**src/rtl/uart_tx.sv**
```systemverilog
// uart_tx: FIFO-buffered 8N1 UART transmitter with optional parity bit.
module uart_tx #(
   parameter int CPB        = 434,
   parameter int PARITY_EN  = 0,
   parameter int PARITY_ODD = 0,
   parameter int FIFO_DEPTH = 4
) (
   input  logic                          clk,
   input  logic                          rst,
   input  logic [7:0]                    din,
   input  logic                          din_valid,
   output logic                          din_ready,
   output logic                          tx,
   output logic                          busy,
   output logic [$clog2(FIFO_DEPTH):0]   level
);
   localparam int AW = $clog2(FIFO_DEPTH);
   localparam int CW = $clog2(CPB);
   localparam int LW = AW + 1;
   typedef enum logic [2:0] {IDLE, START, DATA, PARITY, STOP} state_t;
   state_t          state, state_n;
   logic [7:0]      mem [FIFO_DEPTH];
   logic [AW-1:0]   wr_ptr, rd_ptr;
   logic [CW-1:0]   cnt;
   logic [2:0]      idx;
   logic [7:0]      sh;
   logic            par, push, pop, last, tx_n;
   assign din_ready = level < LW'(FIFO_DEPTH);
   assign push      = din_valid & din_ready;
   assign last      = cnt == CW'(CPB - 1);
   assign busy      = (state != IDLE) | (level != '0);
   always_comb begin
      state_n = state;
      pop     = 1'b0;
      tx_n    = tx;
      case (state)
         IDLE:    if (level != '0) begin
                     pop     = 1'b1;
                     tx_n    = 1'b0;
                     state_n = START;
                  end
         START:   if (last) begin
                     state_n = DATA;
                     tx_n    = sh[0];
                  end
         DATA:    if (last) begin
                     if (idx == 3'd7) begin
                        state_n = (PARITY_EN != 0) ? PARITY : STOP;
                        tx_n    = (PARITY_EN != 0) ? par : 1'b1;
                     end else
                        tx_n = sh[idx + 3'd1];
                  end
         PARITY:  if (last) begin
                     state_n = STOP;
                     tx_n    = 1'b1;
                  end
         STOP:    if (last) begin
                     // back-to-back frames: the next start bit follows the stop bit directly
                     pop     = level != '0;
                     tx_n    = level == '0;
                     state_n = (level != '0) ? START : IDLE;
                  end
         default: begin
                     state_n = IDLE;
                     tx_n    = 1'b1;
                  end
      endcase
   end
   always_ff @(posedge clk) begin
      if (rst) begin
         state  <= IDLE;
         tx     <= 1'b1;
         level  <= '0;
         wr_ptr <= '0;
         rd_ptr <= '0;
         cnt    <= '0;
         idx    <= '0;
         sh     <= '0;
         par    <= 1'b0;
      end else begin
         state <= state_n;
         tx    <= tx_n;
         cnt   <= (state == IDLE || last) ? '0 : cnt + CW'(1);
         idx   <= (state == DATA && last) ? idx + 3'd1 : idx;
         level <= level + LW'(push) - LW'(pop);
         if (push) begin
            mem[wr_ptr] <= din;
            wr_ptr      <= wr_ptr + AW'(1);
         end
         if (pop) begin
            sh     <= mem[rd_ptr];
            par    <= ^mem[rd_ptr] ^ (PARITY_ODD != 0);
            rd_ptr <= rd_ptr + AW'(1);
         end
      end
   end
endmodule
```
**config.mk**
```make
export PLATFORM = sky130hd
export DESIGN_NAME = uart_tx
export DESIGN_NICKNAME = d
export VERILOG_FILES = /design/src/rtl/uart_tx.sv
export SDC_FILE = /design/constraint.sdc
export NUM_CORES = 1
export LEC_CHECK = 0
export CORE_ASPECT_RATIO = 1.25
export CORE_MARGIN = 2
export CORE_UTILIZATION = 58
export DETAILED_ROUTE_END_ITERATION = 6
export PLACE_DENSITY = 0.86
export SLEW_MARGIN = 0
export SYNTH_ARGS = -nofsm -noshare
export SYNTH_HDL_FRONTEND = slang
export SYNTH_SLANG_ARGS = --single-unit
```
**constraint.sdc**
```tcl
create_clock -name clk -period 2.82 [get_ports clk]
set_input_delay 0.282 -clock clk [delete_from_list [all_inputs] [get_ports clk]]
set_output_delay 0.282 -clock clk [all_outputs]
set_load 0.03 [all_outputs]
```
======== Word level (Yosys, flattened, before mapping) ========
Memories as Yosys holds them, arrays and structs flattened. A register that Yosys moved wholly into a read port is not among the register bits.
Cells that the tools add are included.
operators by class
  add/subtract/negate cells ............... 6
  magnitude comparators ................... 2
  equal/unequal tests ..................... 12
  muxes and demuxes ....................... 23
  bitwise gates (word level) .............. 2
  reductions and logical operators ........ 9
operator list
  operator             count
  $mux 3               6
  $pmux 3 s5           1
  $mux 1               13
  $ne 2x2->1 const B   6
  $add 9x1->9 const B  1
  $eq 9x9->1 const B   1
  $eq 3x2->1 const B   2
  $eq 3x3->1 const B   2
  $logic_not 3->1      2
  $reduce_and 6->1     1
  $reduce_bool 3->1    2
  $pmux 1 s5           1
  $reduce_and 5->1     1
  $add 2x1->2 const B  2
  $lt 3x4->1 const B   1
  $add 3x1->3          1
  $add 3x1->3 const B  1
  $bmux 1 s3           1
  $eq 3x1->1 const B   1
  $lt 3x3->1 const B   1
  $sub 3x1->3          1
  $pmux 1 s2           1
  $reduce_or 2->1      1
  $and 1x1->1          1
  other kinds (3)      3
storage, ports and cells
  flip-flop bits (word level) ............. 23
  RAM bits ................................ 32
  logic and storage cells ................. 62
  memories kept ........................... 1
memory list
  name  words  width  rd ports  clocked after memory_dff  write ports  RTL line  text
  mem   4      8      1         1                         1            22        logic [7:0] mem [FIFO_DEPTH];

======== Logic depth before layout (Yosys ltp) ========
Gate-level depths: netlist (run 1).
  depth in word-level cells ............... 6
  depth in mapped cells ................... 13

======== Worst setup path before layout (run 1) ========
No wires, ideal clock.
  path kind ............................... flip-flop to flip-flop
  start point ............................. register cnt[0]
  end point ............................... register level[2]
  setup time .............................. 0.128 ns
  arrival time ............................ 2.190 ns
  required time ........................... 2.692 ns
  setup slack ............................. 0.502 ns
  cell stages (with the launch flop) ...... 13
  path buffers ............................ 0
  clock period less this slack ............ 2.318 ns
  cells stage by stage .................... dfxtp_1 > ha_1 > nand4b_1 > o21ai_2 > nand2_1 > inv_1 > ha_1 > inv_1 > ha_1 > fa_1 > xnor2_1 > xnor2_1 > nor2_1
between the ends
  longest elaborated chain between the ends .. 4
ends and longest elaborated chain
  element                 RTL line  text
  start, declared         24        logic [CW-1:0] cnt;
  start signal, assigned  83        cnt <= (state == IDLE || last) ? '0 : cnt + CW'(1);
  $eq 9x9->1              30        assign last = cnt == CW'(CPB - 1);
  $mux 1                  57        STOP: if (last) begin
  $pmux 1 s2              36        case (state)
  net pop                 27        logic par, push, pop, last, tx_n;
  $sub 3x1->3             85        level <= level + LW'(push) - LW'(pop);
  end signal, assigned    85
  end, declared           15        output logic [$clog2(FIFO_DEPTH):0] level
The timed path passes the listed nets, and every way through them passes these cells.
A chain may end at the register's enable or synchronous reset.

======== Worst setup path after layout (run 1) ========
  start point ............................. register cnt[1]
  end point ............................... register level[2]
Same word-level chain as after synthesis.

==> results of run 1 <==
==> Yosys cell counts, drive strengths merged, types with 3 or more instances <==
cell	count
inv	12
clkbuf	9
nor2b	3
edfxtp	32
nand3	13
nor2	26
nand2	5
and2	4
xor2	3
mux4	10
o21ai	11
a21oi	13
nor3	7
xnor2	8
dfxtp	31
ha	10
==> per-layer routing <==
metal | track usage, % | vias up | share of wire, %
met2 | 34.2 | 44 | 51
met5 | 0 | - | 0
met3 | 5.82 | 15 | 4.0
met4 | 11.7 | 0 | 2.9
li1 | - | 860 | -
met1 | 26.2 | 856 | 42
==> final timing paths <==
| path | from | endpoint | cells past startpoint |
|---|---|---|---|
| min reg2reg | sh[6] | sh[6] | 2 |
| max reg2reg | cnt[1] | level[2] | 13 |
| min | sh[6] | sh[6] | 2 |
| max | cnt[1] | level[2] | 13 |
==> logic make-up (layout without fill, tap and decap cells) <==
| group | Yosys count | in the layout | share of synthesized area (%) |
|---|---|---|---|
| AO/OA/AOI/OAI | 34 | 34 | 8.32 |
| XOR/XNOR | 11 | 11 | 3.50 |
| adder cells (fa/ha/maj) | 11 | 11 | 5.27 |
| buffers and inverters | 23 | 48 | 3.18 |
| flip-flops | 63 | 63 | 57.5 |
| multiplexers | 13 | 13 | 9.59 |
| AND/OR/NAND/NOR | 69 | 69 | 12.7 |
==> critical path, stage by stage (launching register included) <==
cell and delay (ns):
dfxtp_1 0.37, inv_1 0.06, ha_1 0.19, nand4b_1 0.17
o21ai_2 0.09, nand2_1 0.10, inv_1 0.07, ha_1 0.27
inv_1 0.04, ha_1 0.18, fa_1 0.38, xnor2_1 0.18
xnor2_1 0.14, nor2_1 0.05
==> final cells by class <==
class | instances | share of cell area (%)
flip-flops and latches | 63 | 50.0
multi-input cells | 138 | 34.3
repair buffers | 20 | 6.01
clock buffers | 9 | 3.92
well taps | 60 | 2.37
clock inverters | 7 | 2.02
inverters | 12 | 1.42
==> per-stage QoR <==
stage	setup WS, ns	utilization [%]
detailed placement	0.426	63.9
CTS	0.408	67.9
finish	0.430	67.9
global placement	0.506	63.9
floorplan	0.502	-
global route	0.219	67.9
==> sequential cells by signal, indices dropped and copies added (netlist names) <==
name and count:
state 3, level 3, mem 32, cnt 9, rd_ptr 2, sh 8, idx 3, wr_ptr 2
tx 1
==> where the power goes <==
group | switching [mW] | total, mW | internal, mW | leakage, nW
registers | 0.131 | 1.22 | 1.09 | 0.543
clock network | 0.346 | 0.744 | 0.398 | 0.0840
logic | 0.379 | 0.755 | 0.376 | 0.473
total | 0.855 | 2.72 | 1.86 | 1.10
==> flow_metrics.tcl, run 1 <==
set metrics [dict create \
    status "complete, no violations" \
    die-width_microns 65.6 \
    area_growth_pct 14.9 \
    start_util_pct 59.1 \
    ioPinCount 17 \
    seq_area_sq_um 1580 \
    htreeDepth 3 \
    vdd_ir_drop_max_v 0.000521 \
    fin_setup_tns_ns 0 \
    final_common_cell "edfxtp_1" \
    wl_per_cell_microns 15.5 \
    crit_arrival_ns 2.62 \
    first_iter_violations 152 \
    core_area_sq_um 4660 \
    drive_above_1_share_pct 12.0 \
    drtAntennaViolNets 0 \
    io_buffer_count 16 \
    fin_crit_ns 2.39 \
    worst_setup_path_end_kind "register" \
    dieHeight_microns 81.0 \
    hold_viol 0 \
    layout_common_cells "32 x edfxtp_1, 31 x dfxtp_1, 26 x nor2_1" \
    fin_area_sq_um 3160 \
    crit_type "register to register" \
    syn_area_sq_um 2750 \
    fin_crit_sh_pct 84.7 \
    worstPathRequired_ns 3.05 \
    clock_skew_ns 0.00756 \
    wirelength_microns 4790 \
    cts-resized-gates 0 \
    die-area_sq_um 5320 \
    drv_slew 0 \
    numClockSinks 63 \
    rsz0062_at_grt "false" \
    synth.avg_cell_area_sq_um 12.3 \
    yosysUniqueCellTypes 43 \
    ff2ff_setup_slack_ns 0.43 \
    placedCellCount 293 \
    p_leak_nw 1.10 \
    netlist_instances 224 \
    grt_overflow_total 0 \
    viasPerCell 5.74 \
    diodes 0 \
    cp_max_fo 4 \
    async_flop_share_pct 0 \
    power_density_nw_per_um2 858 \
    worstMarginPinSlew_ns 0.675 \
    synth_edf_count 32 \
    final_cells 309 \
    finalSetupViolations 0 \
    yosysTopAreaCellShare_pct 34.9 \
    place_hpwl_microns 3310 \
    multi_input_area_sq_um 1080 \
    antenna_found_initial 0 \
    fmax_mhz 418 \
    cp-start-kind "register" \
    synth_warnings 0 \
    first_pass_iters 4 \
    vias 1775 \
    synthFlopType "edfxtp_1" \
    gp_congestion 0.848 \
    post_cts_buffers 0 \
    grt_pass1_vias 1697 \
    hold_ws_ns 0.473 \
    synth-seq-cells 63 \
    cts_tree "done" \
    hp-class "register to register" \
    insertion_delay_ns 0.34 \
    cap_violations 0 \
    grt_pass1_wl_microns 8180 \
    grt_max_degree 27 \
    tritoncts.num_buffers 9 \
    place_area_sq_um 2980 \
    hold_buffers 0 \
    power.total_mw 2.72 \
    yosys.area.top_type "edfxtp_1" \
    relSlewSlack_pct 55.0 \
    syn_nets 246 \
    path_clk_slew_ns 0.07 \
    nFillCells 346 \
    clockBufferDepth 2 \
    synth_area_leaders "edfxtp_1 35%, dfxtp_1 23%, mux4_2 6.5%" \
    nNetsFinal 266 \
    drc 0 \
    grt.total_usage_pct 21.3 \
    seq_area_frac_synth_pct 57.5 \
    cts-root-buf "clkbuf_8" \
    num_rows 28 \
]
Power figures use the tool's default switching activity.
==> run 2, diff against run 1 <==
- CORE_UTILIZATION: 58 -> 53
- PLACE_DENSITY: 0.86 -> 0.83
- clock period: 2.82 -> 2 ns (I/O delays scaled with it)
==> flow_metrics.tcl, run 2 (synthesized netlist as in run 1, its figures left out) <==
set metrics [dict create \
    drv_slew 0 \
    worstMarginPinSlew_ns 0.658 \
    num_rows 29 \
    reg2reg_depth 13 \
    hold_buffers 0 \
    crit_arrival_ns 2.36 \
    first_iter_violations 142 \
    grt_max_degree 14 \
    antenna_found_initial 0 \
    rsz0062_at_grt "true" \
    largest_reg_flops 32 \
    reg2reg_from "cnt[1]" \
    hp-class "primary input to register" \
    ff2ff_setup_slack_ns -0.13 \
    worstPathRequired_ns 2.22 \
    cts-root-buf "clkbuf_8" \
    io_buffer_count 16 \
    cts_tree "done" \
    min_path_cells 1 \
    r2r_end "level[2]" \
    grt_pass1_wl_microns 9050 \
    power_density_nw_per_um2 1170 \
    clockBufferDepth 2 \
    grt_pass1_vias 1954 \
    crit_type "register to register" \
    hold_start "din[6]" \
    tritoncts.num_buffers 9 \
    area_growth_pct 28.2 \
    fin_crit_ns 2.13 \
    cp_max_fo 2 \
    place_worst_setup_slack_ns -0.264 \
    vias 1906 \
    hold_viol 0 \
    regMostFlops "mem" \
    grt.total_usage_pct 21.7 \
    timing.final.ws_setup_ns -0.134 \
    die-width_microns 68.5 \
    layout_common_cells "32 x edfxtp_1, 30 x buf_4, 27 x dfxtp_1" \
    power.total_mw 4.14 \
    start_util_pct 54.6 \
    fmax_mhz 469 \
    place_area_sq_um 3290 \
    reg_top3 "mem x32, cnt x9, sh x8" \
    wl_per_cell_microns 15.9 \
    nNetsFinal 296 \
    fin_area_sq_um 3530 \
    clock_skew_ns 0.00823 \
    numClockSinks 63 \
    cap_violations 0 \
    cp-start-kind "register" \
    dieHeight_microns 84.6 \
    fin_crit_sh_pct 107 \
    htreeDepth 3 \
    status "finished with violations" \
    worst_setup_path_end_kind "register" \
    whs_endpoint "mem[0][6]" \
    vdd_ir_drop_max_v 0.000733 \
    viasPerCell 5.59 \
    drive_above_1_share_pct 29.4 \
    die-area_sq_um 5790 \
    gp_congestion 0.898 \
    drtAntennaViolNets 0 \
    p_leak_nw 1.28 \
    ioPinCount 17 \
    core_area_sq_um 5040 \
    final_common_cell "edfxtp_1" \
    violations "setup timing" \
    drc 0 \
    diodes 0 \
    finalSetupViolations 2 \
    wirelength_microns 5430 \
    path_clk_slew_ns 0.08 \
    grt_overflow_total 0 \
    insertion_delay_ns 0.35 \
    place_hpwl_microns 3590 \
    first_pass_iters 4 \
    relSlewSlack_pct 56.1 \
]
==> run 2: cell count changes in the layout (fill, tap and decap cells not counted), moves of 4 or more <==
cell | previous run | this run
ha_4 | 0 | 4
dfxtp_1 | 31 | 27
ha_1 | 10 | 6
buf_12 | 0 | 4
buf_4 | 4 | 30
==> run 2: worst max path at each step <==
stage	from	endpoint	slack, ns	cells after the start
final	cnt[1]	level[2]	-0.13	13
after global routing	cnt[1]	level[2]	-0.28	13
after CTS	cnt[1]	level[2]	-0.15	13
after detailed placement	din_valid	level[2]	-0.26	10
after global placement	din_valid	level[2]	-0.18	10
after floorplan	cnt[1]	level[2]	-0.26	13
==> run 2: worst max-delay path: stages, from the launching register on <==
cell and delay [ns]:
dfxtp_2 0.33, inv_2 0.05, ha_4 0.11, nand4b_1 0.16, o21ai_4 0.19, nand2_2 0.08
inv_2 0.09, ha_4 0.13, inv_2 0.04, ha_4 0.14, fa_2 0.35, xnor2_2 0.14
xnor2_1 0.13, nor2_1 0.06
==> run 2: metal layers <==
| layer | vias to the layer above | routed length (microns) | global-route usage (%) |
|---|---|---|---|
| met1 | 931 | 2160 | 25.0 |
| met5 | - | 0 | 0 |
| met2 | 48 | 2890 | 35.2 |
| li1 | 913 | - | - |
| met4 | 0 | 146 | 10.0 |
| met3 | 14 | 234 | 7.64 |
==> run 2: where the power goes <==
group / internal, mW / switching (mW) / leakage, nW / total [mW]
clock: 0.461 / 0.548 / 0.0866 / 1.01
sequential: 1.53 / 0.162 / 0.545 / 1.69
combinational: 0.757 / 0.676 / 0.644 / 1.43
==> run 2: metrics by stage <==
stage / util (%) / TNS [ns] / cells / hold WS, ns
finish: 70.0 / -0.194 / 341 / 0.476
global placement: 65.1 / -0.289 / 322 / 0.460
global route: 70.0 / -0.432 / 341 / 0.484
floorplan: - / -0.479 / 224 / 0.299
CTS: 68.8 / -0.272 / 339 / 0.464
detailed placement: 65.1 / -0.443 / 322 / 0.463
==> run 2: area by class of cell <==
cell class / count / area, sq um
clock buffers: 9 / 124
multi-input cells: 138 / 1170
inverters: 12 / 45.0
well taps: 62 / 77.6
flip-flops and latches: 63 / 1590
fillers: 338 / 1520
clock inverters: 7 / 55.1
repair buffers: 50 / 468
==> run 2: what timing repair did <==
action                     4_1_cts  5_1_grt
gates resized for setup          5        9
pin swaps                        6        1
setup buffers                    1        2
setup endpoints to repair        3        4
